### src/rtl/branch_unit_serial_if.sv
// Digit bus between the register-file sequencer and the serial branch unit.
// One operation is requested by pulsing start; beat 0 digits ride with it.
interface branch_unit_serial_if #(
    parameter int XLEN  = 32,
    parameter int DIGIT = 1
);
    localparam int NBEATS = XLEN / DIGIT;
    localparam int CW     = (NBEATS > 1) ? $clog2(NBEATS) : 1;

    // Handshake: there is no ready. start is taken only in IDLE or FIN and
    // ignored while busy=1; once taken, one digit pair is consumed every cycle
    // until done pulses. flush aborts at any time and beats start.
    logic                start;
    logic [2:0]          func;
    logic [DIGIT-1:0]    op_a_digit;
    logic [DIGIT-1:0]    op_b_digit;
    logic                flush;
    logic                busy;
    logic [CW-1:0]       beat_idx;
    logic                done;
    logic                taken;
    logic                illegal;
    logic [1:0]          dbg_state;

    modport master (
        output start, func, op_a_digit, op_b_digit, flush,
        input  busy, beat_idx, done, taken, illegal, dbg_state
    );

    modport slave (
        input  start, func, op_a_digit, op_b_digit, flush,
        output busy, beat_idx, done, taken, illegal, dbg_state
    );
endinterface

### src/rtl/branch_unit_serial.sv
// Digit-serial RV32I branch resolver: streams rs1/rs2 LSB-first and keeps a
// running equal / less-than pair, signed only on the most significant digit.
module branch_unit_serial #(
    parameter int XLEN  = 32,
    parameter int DIGIT = 1
) (
    input  logic                 clk,
    input  logic                 rst,
    branch_unit_serial_if.slave  bus
);
    localparam int NBEATS = XLEN / DIGIT;
    localparam int CW     = (NBEATS > 1) ? $clog2(NBEATS) : 1;
    localparam logic [CW-1:0] LAST = CW'(NBEATS - 1);

    typedef enum logic [1:0] {IDLE = 2'd0, RUN = 2'd1, FIN = 2'd2} state_t;

    state_t        state;
    logic [CW-1:0] beat_idx;
    logic          busy, done, taken, illegal;
    logic          eq, lt;
    logic [2:0]    func_q;

    logic          accept, is_last, eq_prev, lt_prev;
    logic          dig_eq, dig_lt, eq_n, lt_n, take_n, illegal_n;
    logic [2:0]    func_cur;

    always_comb begin
        accept   = bus.start && (state != RUN);
        func_cur = (state == RUN) ? func_q : bus.func;
        is_last  = (state == RUN) ? (beat_idx == LAST) : (NBEATS == 1);
        // A fresh operation always starts from "equal so far".
        eq_prev  = (state == RUN) ? eq : 1'b1;
        lt_prev  = (state == RUN) ? lt : 1'b0;
        dig_eq   = (bus.op_a_digit == bus.op_b_digit);
        if (is_last && !func_cur[1])
            dig_lt = $signed(bus.op_a_digit) < $signed(bus.op_b_digit);
        else
            dig_lt = bus.op_a_digit < bus.op_b_digit;
        eq_n      = eq_prev & dig_eq;
        lt_n      = dig_lt | (dig_eq & lt_prev);
        take_n    = 1'b0;
        illegal_n = 1'b0;
        case (func_cur)
            3'b000:         take_n = eq_n;
            3'b001:         take_n = ~eq_n;
            3'b100, 3'b110: take_n = lt_n;
            3'b101, 3'b111: take_n = ~lt_n;
            default:        illegal_n = 1'b1;
        endcase
    end

    always_ff @(posedge clk or posedge rst) begin
        if (rst) begin
            state    <= IDLE;
            beat_idx <= '0;
            busy     <= 1'b0;
            done     <= 1'b0;
            taken    <= 1'b0;
            illegal  <= 1'b0;
            eq       <= 1'b1;
            lt       <= 1'b0;
            func_q   <= 3'b000;
        end else if (bus.flush) begin
            state    <= IDLE;
            beat_idx <= '0;
            busy     <= 1'b0;
            done     <= 1'b0;
            taken    <= 1'b0;
            illegal  <= 1'b0;
            eq       <= 1'b1;
            lt       <= 1'b0;
        end else begin
            case (state)
                IDLE, FIN: begin
                    done <= 1'b0;
                    if (accept) begin
                        func_q <= bus.func;
                        eq     <= eq_n;
                        lt     <= lt_n;
                        if (NBEATS == 1) begin
                            state    <= FIN;
                            done     <= 1'b1;
                            taken    <= take_n;
                            illegal  <= illegal_n;
                            beat_idx <= '0;
                        end else begin
                            state    <= RUN;
                            busy     <= 1'b1;
                            beat_idx <= CW'(1);
                            taken    <= 1'b0;
                            illegal  <= 1'b0;
                        end
                    end else begin
                        state <= IDLE;
                    end
                end
                RUN: begin
                    eq <= eq_n;
                    lt <= lt_n;
                    if (is_last) begin
                        state    <= FIN;
                        busy     <= 1'b0;
                        done     <= 1'b1;
                        beat_idx <= '0;
                        taken    <= take_n;
                        illegal  <= illegal_n;
                    end else begin
                        beat_idx <= beat_idx + CW'(1);
                    end
                end
                default: begin
                    state    <= IDLE;
                    busy     <= 1'b0;
                    done     <= 1'b0;
                    beat_idx <= '0;
                end
            endcase
        end
    end

    assign bus.busy      = busy;
    assign bus.beat_idx  = beat_idx;
    assign bus.done      = done;
    assign bus.taken     = taken;
    assign bus.illegal   = illegal;
    assign bus.dbg_state = state;
endmodule
### src/flat_wrapper.sv
// flat-port wrapper written by rule: the top's interface ports become plain ports
module branch_unit_serial_flat 
#(
    parameter int XLEN  = 32,
    parameter int DIGIT = 1
)
  (clk, rst, bus_start, bus_func, bus_op_a_digit, bus_op_b_digit, bus_flush, bus_busy, bus_beat_idx, bus_done, bus_taken, bus_illegal, bus_dbg_state);
  branch_unit_serial_if #(.XLEN(XLEN), .DIGIT(DIGIT)) bus_i ();
  input  logic clk;
  input  logic rst;
  input wire logic [$bits(bus_i.start)-1:0] bus_start;
  input wire logic [$bits(bus_i.func)-1:0] bus_func;
  input wire logic [$bits(bus_i.op_a_digit)-1:0] bus_op_a_digit;
  input wire logic [$bits(bus_i.op_b_digit)-1:0] bus_op_b_digit;
  input wire logic [$bits(bus_i.flush)-1:0] bus_flush;
  output wire logic [$bits(bus_i.busy)-1:0] bus_busy;
  output wire logic [$bits(bus_i.beat_idx)-1:0] bus_beat_idx;
  output wire logic [$bits(bus_i.done)-1:0] bus_done;
  output wire logic [$bits(bus_i.taken)-1:0] bus_taken;
  output wire logic [$bits(bus_i.illegal)-1:0] bus_illegal;
  output wire logic [$bits(bus_i.dbg_state)-1:0] bus_dbg_state;
  assign bus_i.start = bus_start;
  assign bus_i.func = bus_func;
  assign bus_i.op_a_digit = bus_op_a_digit;
  assign bus_i.op_b_digit = bus_op_b_digit;
  assign bus_i.flush = bus_flush;
  assign bus_busy = bus_i.busy;
  assign bus_beat_idx = bus_i.beat_idx;
  assign bus_done = bus_i.done;
  assign bus_taken = bus_i.taken;
  assign bus_illegal = bus_i.illegal;
  assign bus_dbg_state = bus_i.dbg_state;
  branch_unit_serial #(.XLEN(XLEN), .DIGIT(DIGIT)) u_core (.clk(clk), .rst(rst), .bus(bus_i));
endmodule
### config.mk
export PLATFORM = sky130hd
export DESIGN_NAME = branch_unit_serial_flat
export DESIGN_NICKNAME = d
export VERILOG_FILES = /design/src/rtl/branch_unit_serial_if.sv /design/src/rtl/branch_unit_serial.sv /design/src/flat_wrapper.sv
export SDC_FILE = /design/constraint.sdc
export NUM_CORES = 1
export LEC_CHECK = 0
export CORE_UTILIZATION = 50
export CTS_BUF_LIST = sky130_fd_sc_hd__clkbuf_16
export CTS_CLUSTER_DIAMETER = 30
export CTS_CLUSTER_SIZE = 25
export DETAILED_ROUTE_END_ITERATION = 8
export PLACE_DENSITY_LB_ADDON = 0.08
export SLEW_MARGIN = 10
export SYNTH_ARGS = -nofsm -noshare
export SYNTH_HDL_FRONTEND = slang
export SYNTH_SLANG_ARGS = --single-unit
### constraint.sdc
create_clock -name clk -period 3.5 [get_ports clk]
set_input_delay 0.875 -clock clk [delete_from_list [all_inputs] [get_ports clk]]
set_output_delay 0.875 -clock clk [all_outputs]
set_load 0.005 [all_outputs]
==> flow_summary.toml, run 1 <==
[outcome]
status = "complete, no violations"

[setup_path]
cp_top_family = "simple AND/OR/NAND/NOR gates"
endpoint_kind = "flop"
crit_required_ns = 3.65
crit_buf_inv = 1
reg2reg_setup_slack_ns = 1.26
slowest_stage = "or4b_1"
worst-path-max-fanout = 11
r2r_start = "u_core.bus.beat_idx[0]"
r2r-end = "u_core.bus.beat_idx[3]"
criticalPathCategory = "in2reg"
cp-start-kind = "primary input"
crit_chain = "clkdlybuf4s50_1, or4b_1, nor2b_1, o21ai_0, o31ai_1"
cp.arrival_ns = 2.50
critPathMaxStageDelay_ns = 0.69
worstRegToRegCells = 7

[timing]
whs_ns = 0.5332
setup_tns_ns = 0
min_period_over_period_pct = 67.27
setup_violations = 0
fmax_mhz = 424.7
final-max-slew-violation-count = 0
finalHoldViolations = 0
period_minus_slack_ns = 2.355
worst_pin_slew_ns = 0.5771
rsz0062_at_grt = "no"
timing.slew.headroom_pct = 61.48
finalClockSkew_ns = 0.002556
worst_slack_ns = 1.145

[power_and_ir_drop]
p_clk_share_pct = 44.0
leakage_nw = 0.4758
power_density_nw_per_um2 = 466.2
pwr-share-seq_pct = 41.1
p_switching_uw = 119.9
power_frac_comb_pct = 14.9
vdd_drop_max_uv = 365.8
p_sw_share_pct = 23.87
intPower_uw = 382.3
total_power_uw = 502.2

[grt]
antenna_found_initial = 0
grt_max_degree = 16
grt_use_total_pct = 23.60
grt_remaining_overflow = 0
grt_pass1_vias = 678
grt_pass1_wl_um = 3091

[clock_tree]
cts-root-buf = "clkbuf_16"
numCtsBuffers = 3
ctsResizeCount = 0
clock_latency_ns = 0.25
cts.reportedPaths.clkPinSlew_ns = 0.05
postCtsSetupBuffers = 0
clk_path_buf_depth = 2
cts_tree = "built"
cts.sinks = 15
htree_levels = 1
cts-hold-fix-buffers = 0

[placed_design]
io_buffers = 19
place_ws_ns = 0.9934
gp_congestion = 0.8623
hpwl_um = 1246

[cells_and_area]
drive_gt1_share_pct = 10.89
seqCellArea_sq_um = 376.6
fillCellCount = 121
syn2layout_area_growth_pct = 33.70
multi_input_area_sq_um = 396.6
n_antenna_cell = 0
finalNetCount = 115

[die]
die_h_um = 42.15
row_count = 14
start_util_pct = 53.49
dieArea_sq_um = 1776
core_sq_um = 1506
die_w_um = 42.15
ioPinCount = 20

[route]
dr_total_vias = 710
vias_per_cell = 6.068
routed_wl_um = 1798
first_iter_violations = 25
wire_per_inst_um = 15.37
final_antenna_net_count = 0
drt_pass1_iterations = 4
route.detailed.drc = 0

[synthesis]
ys_ff_latch = 15
syn-cell-area_sq_um = 805.8
ys_seq_area_share_pct = 46.74
ys_warn_count = 0
syn_area_per_cell_sq_um = 9.948
syn_nets = 94
synthCells = 81
ys_types = 32

[worst_hold_path]
min_delay_worst_endpoint = "u_core.bus.busy"
hold_path_class = "reg2reg"
min_from = "u_core.bus.busy"
hold-path-cell-count = 2

[flow_run]
cap_violations = 0
## cells in the mapped netlist, drive strengths merged
library cell,instances,area share (%)
nand2,3,1.4
or2,3,2.3
clkbuf,1,0.62
nor2b,2,1.6
o31ai,1,0.93
nand3,4,2.5
o2111ai,1,1.1
o211ai,1,0.93
dfstp,1,3.3
xnor2,1,1.1
or4b,1,1.2
and2,1,0.78
mux2i,1,1.2
inv,4,1.9
and3b,1,1.1
ha,4,6.2
buf,2,1.6
dfrtp,14,43
nand4b,1,1.1
nor3b,2,1.9
and2b,1,1.1
o21ai,7,4.3
nor2,6,2.8
o22ai,2,1.6
a21oi,6,3.7
a22o,2,2.2
mux2,3,4.2
nand2b,2,1.6
nor3,1,0.62
a32oi,1,1.1
and3,1,0.78
## cells in the final DEF, fill, tap and decap left out, drive strengths merged, types with 2 or more instances in the layout
cell type,count
o21ai,7
or2,3
mux2,3
a21oi,6
ha,4
nor2b,2
nand3,4
nor2,6
o22ai,2
inv,5
clkdlybuf4s50,19
nand2,3
clkbuf,3
a22o,2
nand2b,2
nor3b,2
dfrtp,14
## flip-flops by register name, summed over array words and instances, names as in the netlist
register	count
u_core.bus.beat_idx	5
u_core.bus.busy	1
u_core.bus.dbg_state	1
u_core.bus.done	1
u_core.bus.illegal	1
u_core.bus.taken	1
u_core.eq	1
u_core.func_q	3
u_core.lt	1
## kinds of logic after synthesis
kind of cell	count (synthesis)	share of synthesized area, %
AO/OA/AOI/OAI	21	15.84
AND/OR/NAND/NOR	29	20.65
buffers and inverters	7	4.036
adder cells (fa/ha/maj)	4	6.211
flip-flops	15	46.74
multiplexers	4	5.435
XOR/XNOR	1	1.087
## worst max path at each step
| stage | from | end | slack (ns) | cells past startpoint |
|---|---|---|---|---|
| floorplan | u_core.bus.beat_idx[0] | u_core.bus.beat_idx[3] | 1.51 | 8 |
| global placement | bus_flush | u_core.bus.beat_idx[2] | 1.02 | 5 |
| detailed placement | bus_flush | u_core.bus.beat_idx[3] | 0.99 | 5 |
| CTS | bus_flush | u_core.bus.beat_idx[3] | 1.22 | 5 |
| global route | bus_flush | u_core.bus.beat_idx[3] | 1.12 | 5 |
| finish | bus_flush | u_core.bus.beat_idx[3] | 1.15 | 5 |
## final cells by class
type | instances | share of cell area (%)
Multi-Input combinational cell | 59 | 36.82
Clock buffer | 3 | 6.969
Clock inverter | 1 | 0.3484
Timing Repair Buffer | 19 | 17.65
Inverter | 4 | 1.394
Tap cell | 16 | 1.858
Sequential cell | 15 | 34.96
## per-stage QoR
stage / instances / util (%) / area (sq um)
finish: 117 / 71.51 / 1077
global placement: 113 / 66.28 / 998.5
floorplan: 81 / - / 805.8
detailed placement: 113 / 66.28 / 998.5
CTS: 117 / 71.51 / 1077
global route: 117 / 71.51 / 1077
## metal layers
metal	track usage [%]	vias to the layer above	part of all wire, %
li1	-	334	-
met1	30.77	349	48
met2	37.50	23	47
met3	5.172	4	4.2
met4	11.25	0	1.6
met5	0	-	0
## power groups by stage
stage,registers [mW],clock network (mW),logic (mW)
final,0.207,0.221,0.0748
after global routing,0.209,0.229,0.0835
after CTS,0.207,0.220,0.0751
after detailed placement,0.209,0,0.0731
after global placement,0.208,0,0.0713
after floorplan,0.205,0,0.0451
## worst register-to-register path, delay by kind of cell (launching register included)
family | cells | cell delay, ns
simple gates | 3 | 1.04
fa+ha+maj | 2 | 0.50
flops | 1 | 0.42
compound gates | 2 | 0.19
Power figures use the tool's default switching activity.
==> run 2: changes to the inputs <==
- CORE_UTILIZATION: 50 -> 47
- clock period: 3.5 -> 2.3 ns (I/O delays scaled with it)
==> run 2 against run 1 <==
Effect of this change:
- power up 54%
- utilization shrank 0.64 points
- via count fell by 4.4%
- cell count up 2.6%
- worst hold slack worse by 0.029 ns
- the flow now finishes with violations (design-rule violations)
- critical path depth increased by 2
- routed wire length fell by 6.5%
- sequential cell count stayed put
- non-clock buffer count increased by 3
- final area rose by 2.6%
==> flow_summary.toml, run 2 (synthesized netlist as in run 1, its figures left out) <==
[clock_tree]
clock_latency_ns = 0.25
cts.sinks = 15
htree_levels = 1
cts-hold-fix-buffers = 0
cts-root-buf = "clkbuf_16"
clk_path_buf_depth = 2
numCtsBuffers = 3
cts_tree = "built"
cts.reportedPaths.clkPinSlew_ns = 0.05

[timing]
rsz0062_at_grt = "no"
whs_ns = 0.5040
worst_pin_slew_ns = 0.5653
min_period_over_period_pct = 90.25
setup_tns_ns = 0
fmax_mhz = 481.8
timing.slew.headroom_pct = 62.27
finalHoldViolations = 0
final-max-slew-violation-count = 0
period_minus_slack_ns = 2.076
setup_violations = 0
finalClockSkew_ns = 0.003096

[setup_path]
cp_common_cell = "ha_1"
worst-path-max-fanout = 7
criticalPathCategory = "reg2reg"
crit_chain = "ha_1, and3_1, ha_1, or4b_4, nor2b_1, o21ai_0, o31ai_1"
cp.arrival_ns = 2.23
slowest_stage = "or4b_4"
critPathMaxStageDelay_ns = 0.59
crit_required_ns = 2.45
cp-start-kind = "flop"
crit_buf_inv = 0
cp_top_family = "simple AND/OR/NAND/NOR gates"
endpoint_kind = "flop"

[power_and_ir_drop]
p_sw_share_pct = 23.75
p_clk_share_pct = 43.7
pwr-share-seq_pct = 40.9
total_power_uw = 771.9
vdd_drop_max_uv = 685.4
leakage_nw = 0.4904
power_density_nw_per_um2 = 698.6
p_switching_uw = 183.3
intPower_uw = 588.6
power_frac_comb_pct = 15.4

[placed_design]
hpwl_um = 1213
gp_congestion = 0.7759
io_buffers = 19

[grt]
antenna_found_initial = 0
grt_pass1_wl_um = 2973
grt_remaining_overflow = 0
grt_max_degree = 16
grt_pass1_vias = 629
grt_use_total_pct = 21.55

[route]
drt_pass1_iterations = 6
wire_per_inst_um = 14.01
dr_total_vias = 679
first_iter_violations = 20
routed_wl_um = 1681
final_antenna_net_count = 0
route.detailed.drc = 4
vias_per_cell = 5.658

[die]
die_w_um = 43.41
ioPinCount = 20
core_sq_um = 1559
die_h_um = 43.41
start_util_pct = 51.69
row_count = 14
dieArea_sq_um = 1884

[cells_and_area]
largest_register = "u_core.bus.beat_idx"
largest_reg_flops = 5
final_common_cell = "clkdlybuf4s50_1"
drive_gt1_share_pct = 15.38
mostFrequentLayoutCells = "clkdlybuf4s50_1, dfrtp_1, o21ai_0, a21oi_1, nor2_1"
largestRegisters = "u_core.bus.beat_idx x5, u_core.func_q x3"
finalNetCount = 118
n_antenna_cell = 0
syn2layout_area_growth_pct = 37.11

[flow_run]
cap_violations = 0

[outcome]
violations = "design-rule violations"
status = "finished with violations"

[worst_hold_path]
hold_path_class = "reg2reg"
[run 2: changes by cell type in the layout (fill, tap and decap cells not counted)]
| cell | previous run | this run |
|---|---|---|
| or4b_1 | 1 | 0 |
| clkinv_2 | 0 | 1 |
| inv_1 | 5 | 4 |
| buf_4 | 0 | 3 |
| or4b_4 | 0 | 1 |
[run 2: layout make-up]
class | instances | area (sq um)
timing repair buffer | 22 | 212.7
sequential | 15 | 376.6
fill | 113 | 454.2
clock buffer | 3 | 75.07
clock inverter | 1 | 5.005
tap | 16 | 20.02
inverter | 4 | 15.01
multi-input combinational | 59 | 400.4
[run 2: worst paths after layout]
kind / from / endpoint / slack [ns] / cells after the start
max: u_core.bus.beat_idx[0] / u_core.bus.beat_idx[3] / 0.22 / 7
min: u_core.bus.beat_idx[3] / u_core.bus.beat_idx[3] / 0.50 / 1
max reg2reg: u_core.bus.beat_idx[0] / u_core.bus.beat_idx[3] / 0.22 / 7
min reg2reg: u_core.bus.beat_idx[3] / u_core.bus.beat_idx[3] / 0.50 / 1
max in group asynchronous: rst / u_core.eq / 1.24 / 2
min in group asynchronous: rst / u_core.func_q[2] / 0.68 / 2
[run 2: routing by layer]
metal	track usage [%]	wire length, um	share of wire, %
met1	32.97	825	49
met2	29.09	757	45
met3	7.500	85	5.1
met4	5.625	13	0.77
met5	0	0	0
[run 2: metrics by stage]
step | utilization [%] | setup slack [ns] | cells | instance area, sq um
finish | 70.87 | 0.2242 | 120 | 1105
global route | 70.87 | 0.07746 | 120 | 1105
CTS | 70.63 | 0.1248 | 120 | 1101
detailed placement | 65.49 | 0.1330 | 116 | 1021
global placement | 65.49 | 0.1665 | 116 | 1021
floorplan | - | 0.3149 | 81 | 805.8
[run 2: what timing repair did]
action | 4_1_cts | 5_1_grt
gates resized for setup | 0 | 1
setup endpoints to repair | 0 | 1
setup buffers | 0 | 0
hold endpoints to repair | 0 | 0
[run 2: power groups by stage]
stage	logic [mW]	registers, mW	clock network, mW
after floorplan	0.0686	0.312	0
after global placement	0.114	0.317	0
after detailed placement	0.117	0.319	0
after CTS	0.119	0.315	0.346
after global routing	0.133	0.320	0.358
final	0.119	0.316	0.337
